## config.mk

```make
export PLATFORM = sky130hd
export DESIGN_NAME = mem_wb_stage
export DESIGN_NICKNAME = d
export VERILOG_FILES = /design/src/rtl/mem_wb_stage.sv
export SDC_FILE = /design/constraint.sdc
export NUM_CORES = 1
export LEC_CHECK = 0
export BUFFER_PORTS_ARGS = -buffer_cell sky130_fd_sc_hd__buf_4
export CORE_ASPECT_RATIO = 0.7
export CORE_MARGIN = 10
export CORE_UTILIZATION = 40
export DETAILED_ROUTE_END_ITERATION = 8
export PLACE_DENSITY_LB_ADDON = 0.08
export SYNTH_ARGS = -nofsm -noshare
export SYNTH_HDL_FRONTEND = slang
export SYNTH_SLANG_ARGS = --single-unit
```

## constraint.sdc

```tcl
create_clock -name clk -period 1.85 [get_ports clk]
set_input_delay 0 -clock clk [delete_from_list [all_inputs] [get_ports clk]]
set_output_delay 0 -clock clk [all_outputs]
set_load 0.03 [all_outputs]
```

## src/rtl/mem_wb_stage.sv

```systemverilog
// mem_wb_stage: memory-to-writeback pipeline stage of the RV64IM core.
// Selects the architectural result (ALU, extended load or PC+4), registers
// the register-file write port and serialises ecalls until ecall_ack.
// Optional feature macro: WB_RETIRE_COUNT_EN builds the 64-bit num_retired
// counter; when undefined num_retired is tied to zero.
module mem_wb_stage #(
  parameter int unsigned XLEN = 64
) (
  input  logic            clk,
  input  logic            reset,
  input  logic            validM,
  output logic            readyM,
  input  logic            RegWriteM,
  input  logic [1:0]      ResultSrcM,
  input  logic [4:0]      MemWriteReadSizeM,
  input  logic [XLEN-1:0] ALUResultM,
  input  logic [XLEN-1:0] ReadDataM,
  input  logic [XLEN-1:0] PCPlus4M,
  input  logic [4:0]      RdM,
  input  logic            EcallM,
  input  logic            ecall_ack,
  output logic            enableW,
  output logic            RegWriteW1,
  output logic [4:0]      RdW1,
  output logic [XLEN-1:0] ResultW1,
  output logic            EcallW1,
  output logic [63:0]     num_retired
);

  typedef enum logic {
    RUN,
    ECALL_WAIT
  } state_t;

  state_t            state;
  state_t            stateNext;
  logic              transfer;
  logic [2:0]        funct3;
  logic [7:0]        byteSel;
  logic [15:0]       halfSel;
  logic [31:0]       wordSel;
  logic [XLEN-1:0]   loadData;
  logic [XLEN-1:0]   resultSel;
  logic              unusedSizeTag;

  // The access-kind tag is implied by ResultSrcM; only funct3 shapes the load.
  assign unusedSizeTag = ^MemWriteReadSizeM[4:3];
  assign funct3        = MemWriteReadSizeM[2:0];

  // readyM depends only on the state register, never on validM.
  assign readyM   = (state == RUN);
  assign transfer = validM & readyM;

  // State register.
  always_ff @(posedge clk) begin
    if (reset) state <= RUN;
    else       state <= stateNext;
  end

  // Next-state: enter the wait on an ecall transfer, leave on the first ack.
  always_comb begin
    stateNext = state;
    unique case (state)
      RUN:        if (transfer && EcallM) stateNext = ECALL_WAIT;
      ECALL_WAIT: if (ecall_ack)          stateNext = RUN;
      default:    stateNext = RUN;
    endcase
  end

  // Load lane extraction and sign/zero extension from the doubleword.
  always_comb begin
    byteSel  = ReadDataM[{ALUResultM[2:0], 3'b000} +: 8];
    halfSel  = ReadDataM[{ALUResultM[2:1], 4'b0000} +: 16];
    wordSel  = ReadDataM[{ALUResultM[2], 5'b00000} +: 32];
    loadData = ReadDataM;
    unique case (funct3)
      3'b000:  loadData = {{(XLEN-8){byteSel[7]}}, byteSel};
      3'b100:  loadData = {{(XLEN-8){1'b0}}, byteSel};
      3'b001:  loadData = {{(XLEN-16){halfSel[15]}}, halfSel};
      3'b101:  loadData = {{(XLEN-16){1'b0}}, halfSel};
      3'b010:  loadData = {{(XLEN-32){wordSel[31]}}, wordSel};
      3'b110:  loadData = {{(XLEN-32){1'b0}}, wordSel};
      default: loadData = ReadDataM;
    endcase
  end

  // Architectural result select; the reserved encoding falls back to ALU.
  always_comb begin
    unique case (ResultSrcM)
      2'b01:   resultSel = loadData;
      2'b10:   resultSel = PCPlus4M;
      default: resultSel = ALUResultM;
    endcase
  end

  // Write-back register: strobes pulse per transfer, data fields hold.
  always_ff @(posedge clk) begin
    if (reset) begin
      enableW    <= 1'b0;
      RegWriteW1 <= 1'b0;
      EcallW1    <= 1'b0;
      RdW1       <= '0;
      ResultW1   <= '0;
    end else if (transfer) begin
      enableW    <= 1'b1;
      RegWriteW1 <= RegWriteM & (RdM != 5'd0);
      EcallW1    <= EcallM;
      RdW1       <= RdM;
      ResultW1   <= resultSel;
    end else begin
      enableW    <= 1'b0;
      RegWriteW1 <= 1'b0;
      EcallW1    <= 1'b0;
    end
  end

`ifdef WB_RETIRE_COUNT_EN
  logic [63:0] retireCount;

  // Retired-instruction counter, wraps naturally at 2^64.
  always_ff @(posedge clk) begin
    if (reset)         retireCount <= '0;
    else if (transfer) retireCount <= retireCount + 64'd1;
  end

  assign num_retired = retireCount;
`else
  assign num_retired = '0;
`endif

endmodule

```

* Word level (Yosys, flattened, before mapping) *
Cells that the tools add are included.

word-level totals
  output and inout port bits = 137
  bits in registers = 73
  input port bits = 210
  logic and storage cells = 30

operators by class
  mux-type cells = 6
  bitwise gates (word level) = 4
  reductions and logical operators = 4
  eq/ne operators = 7
  shifts and indexed selects = 3

operators by type and width
  kind                count
  $pmux 64 s6         1
  $pmux 64 s2         1
  $shiftx 64x7->16    1
  $shiftx 64x7->32    1
  $shiftx 64x7->8     1
  $eq 3x3->1 const B  3
  $reduce_bool 5->1   1
  $eq 3x1->1 const B  1
  $eq 3x2->1 const B  1
  $logic_not 3->1     1
  $mux 1              3
  $and 1x1->1         2
  $eq 2x1->1 const B  1
  $eq 2x2->1 const B  1
  $not 1->1           2
  $pmux 1 s2          1
  $reduce_or 2->1     1
  $logic_and 1x1->1   1

* Depth between registers and ports, before layout *
  depth after elaboration = 5
  gate-level depth with buffers = 9
  depth with buffers taken out = 7

* Worst setup path before layout *
OpenSTA, ideal clock, no wires.

  path type = input to register
  from = in ResultSrcM[0]
  to = reg ResultW1[0]
  path slack = 0.303 ns
  required time = 1.733 ns
  arrival time = 1.430 ns
  stages = 8
  library setup time = 0.117 ns
  path buffers = 1
  cell sequence = inv_1 > ha_1 > clkbuf_1 > a21oi_1 > nand2_1 > a21oi_1 > o221ai_1 > a32o_1

on the way
  word-level cells in the longest chain between the ends = 2
  elaborated cells on any way between the ends = 3
  classes of those cells = eq/ne (2); mux (1)

ends and longest elaborated chain
  what                                      line  source
  start, declared                           14    input logic [1:0] ResultSrcM,
  $eq 2x2->1 or $eq 2x1->1 (tied branches)  89    unique case (ResultSrcM)
  $pmux 64 s2 (*)                           89
  end signal, assigned                      109   ResultW1 <= resultSel;
  end, declared                             25    output logic [XLEN-1:0] ResultW1,

Mark *: on every way between the ends. The rest lies on a longest branch, timed or not.
A chain may end at the register's enable or synchronous reset.

* Worst setup path after layout *
  from = reg state
  to = reg RegWriteW1

on the way
  word-level cells in the longest chain between the ends = 4

ends and longest elaborated chain
  what                       line  source
  start, declared            35    state_t state;
  start signal, assigned     57    else state <= stateNext;
  $not 1->1                  n/a
  $and 1x1->1                52    assign transfer = validM & readyM;
  $not 1->1 (no line)        n/a
  $reduce_or 2->1 (no line)  n/a
  end signal, assigned       106   RegWriteW1 <= RegWriteM & (RdM != 5'd0);
  end, declared              23    output logic RegWriteW1,

No other way between the ends.

==> flow_summary.toml <==
[global_route]
grt_pass1_vias = 7535
grt_usage_pct = 27.2
gr-total-overflow = 0
antenna_found_initial = 1
grt_max_degree = 36
grt_pass1_wl_um = 44800

[power]
cellPowerDensity_nw_per_um2 = 651
power_frac_clock_pct = 27.9
leakage_nw = 3.99
switchingPower_mw = 2.23
p_int_mw = 3.70
p_seq_share_pct = 30.1
comb_power_share_pct = 42.1
p_sw_share_pct = 37.6
ir_drop_v = 0.000470

[sta]
fin_skew_ns = 0.00690
layout_min_cycle_time_ns = 1.73
rsz0062_at_grt = "no"
relSlewSlack_pct = 54.3
post-route-period-util_pct = 93.5
setup_tns_ns = 0
maxSlewViolCount = 0
tightest_slew_ns = 0.680
finalSetupViolCount = 0
finalHoldViolCount = 0
max_freq_ghz = 0.578

[setup_path]
path_cells = "nand2b_2 > nor2_2 > buf_6 > o311a_1 > dlygate4sd3_1"
cpPeakStageDelay_ns = 0.54
cp.required_ns = 2.13
cp_top_family = "buffers and inverters"
criticalPathCategory = "reg -> reg"
worstPathMaxFanout = 11
cp_num_buf_inv = 2
end_kind = "flop"
cp_slowest_cell = "dlygate4sd3_1"
critPathArrivalTime_ns = 2.01
cp-start-kind = "flop"

[place]
place_congestion = 0.947
post-place-cells = 1147
io_buffers = 280
dp_hpwl_um = 23300

[yosys]
synth.distinct_cells = 49
syn_inst = 715
synth.top_cell.area_share_pct = 24.0
synth.largest_area_cell = "dfxtp_1"
synth.top_cells.by_count = "o21ai_0 (89), dfxtp_1 (73), a21oi_1 (67), buf_4 (64), nand2_1 (53)"
synth_area_per_cell_um2 = 8.53
synth.area.top_cells = "dfxtp_1 (24%), a221o_1 (7.9%), buf_4 (7.9%), o21ai_0 (7.3%), o22ai_2 (6.2%)"
ys_seq_area_share_pct = 24.0
synth_edf_count = 0
syn-cell-area_um2 = 6100
async_reset_ff_share_pct = 0
synthFlopType = "dfxtp_1"
ys_seq_elements = 73
synth_most_common_cell = "o21ai_0"
yosys_warnings = 0

[die]
ios = 347
die-width_um = 168
die_y_um = 123
core-area_um2 = 14800
die_area_um2 = 20700
fp-row-count = 37
start_util_pct = 41.2

[detailed_routing]
vias = 7360
wl_um = 30100
wire_per_inst_um = 24.5
first_pass_iters = 5
vias_per_cell = 5.99
drcViolationCount = 0
postRouteAntennaNets = 0
drtIter0Drc = 816

[cells_and_area]
fin_cells = 1229
drive_above_1_share_pct = 40.7
nNetsFinal = 1240
synthToLayoutAreaGrowth_pct = 49.5

[cts]
worstSkewPairLatency_ns = 0.34
clkTransAtPathRegs_ns = 0.06
cts.sinks = 73
htree_levels = 3
cts_root_buffer = "clkbuf_16"
cts_buffers = 9
ctsLongestPathBuffers = 2
cts_tree = "built"

[job]
max_cap_viol_count = 0

[run_status]
run_status = "complete, no violations"

[worst_hold_path]
hp-class = "in -> reg"
final cells by class:
cell class,count,area (µm²)
diodes,1,2.50
clock buffers,10,229
clock inverters,6,42.5
fillers,1285,5700
inverters,8,30.0
multi-input cells,557,4030
flip-flops and latches,73,1460
well taps,195,244
repair buffers,379,3070
registers in the layout, summed over array words and instances (netlist names):
signal / cells
RegWriteW1: 1
EcallW1: 1
ResultW1: 64
state: 1
RdW1: 5
enableW: 1
timing repair:
| action | in CTS | in global routing |
|---|---|---|
| hold buffers | 65 | 0 |
| endpoints found under the hold margin | 40 | 0 |
| setup buffers | 0 | 0 |
| setup endpoints to repair | 0 | 1 |
| resized for setup | 0 | 2 |
power groups by stage:
stage          sequential [mW]  clock, mW  combinational [mW]
2_1_floorplan             2.07          0                1.19
3_3_place_gp              1.81          0                2.27
3_5_place_dp              1.81          0                2.30
4_1_cts                   1.78       1.70                2.45
5_1_grt                   1.80       1.74                2.65
6_report                  1.78       1.65                2.49
layout by cell type, fill, tap and decap left out, types with 18 or more instances in the layout:
cell type and n:
buf_4 308, o21ai_0 89, dfxtp_1 73, a21oi_1 67, dlygate4sd3_1 65, conb_1 64, nand2_1 52, a221o_1 48
o22ai_1 34, o22ai_2 30, o221ai_1 29, mux2_2 18, mux2i_1 18
cell families (layout without fill, tap and decap cells):
group / Yosys count / after routing / synth area share [%]
AOI/OAI and AO/OA: 341 / 341 / 41.3
adders and majority gates: 2 / 2 / 0.410
buffers and inverters: 148 / 403 / 14.2
DFF: 73 / 73 / 24.0
muxes: 51 / 51 / 11.8
other: 1 / 65 / 0.0615
and+or+nand+nor: 99 / 99 / 8.25
path summary, 6_finish.rpt:
check                           depth (start not counted)      endpoint  slack, ns     startpoint
worst max-delay path                                    5    RegWriteW1       0.12          state
worst min-delay path                                    3  ResultW1[45]      0.009  ReadDataM[45]
worst max register to register                          5    RegWriteW1       0.12          state
worst min register to register                          2       RdW1[4]       0.46        RdW1[4]
per-layer routing:
layer	track usage (%)	share of wire [%]	up-vias	wire length, µm
li1	-	-	3302	-
met1	34.6	41	3521	12300
met2	43.6	46	491	13900
met3	8.78	11	46	3300
met4	7.48	1.9	0	573
met5	0	0	-	0
metrics by stage:
stage,hold slack [ns],cell area [µm²],setup WS [ns],power [mW],util (%)
after floorplan,0.131,6330,0.303,3.26,-
after global placement,0.242,8180,0.132,4.08,55.2
after detailed placement,0.250,8180,0.0916,4.12,55.2
after global routing,0.0133,9110,0.0727,6.19,61.5
after CTS,0.000841,9110,0.0746,5.93,61.5
final,0.00901,9110,0.121,5.93,61.5
worst register-to-register path, cell delays in order (launching register included):
cell           delay (ns)
dfxtp_1              0.35
nand2b_2             0.23
nor2_2               0.16
buf_6                0.20
o311a_1              0.18
dlygate4sd3_1        0.54
(Power assumes the default switching activity.)
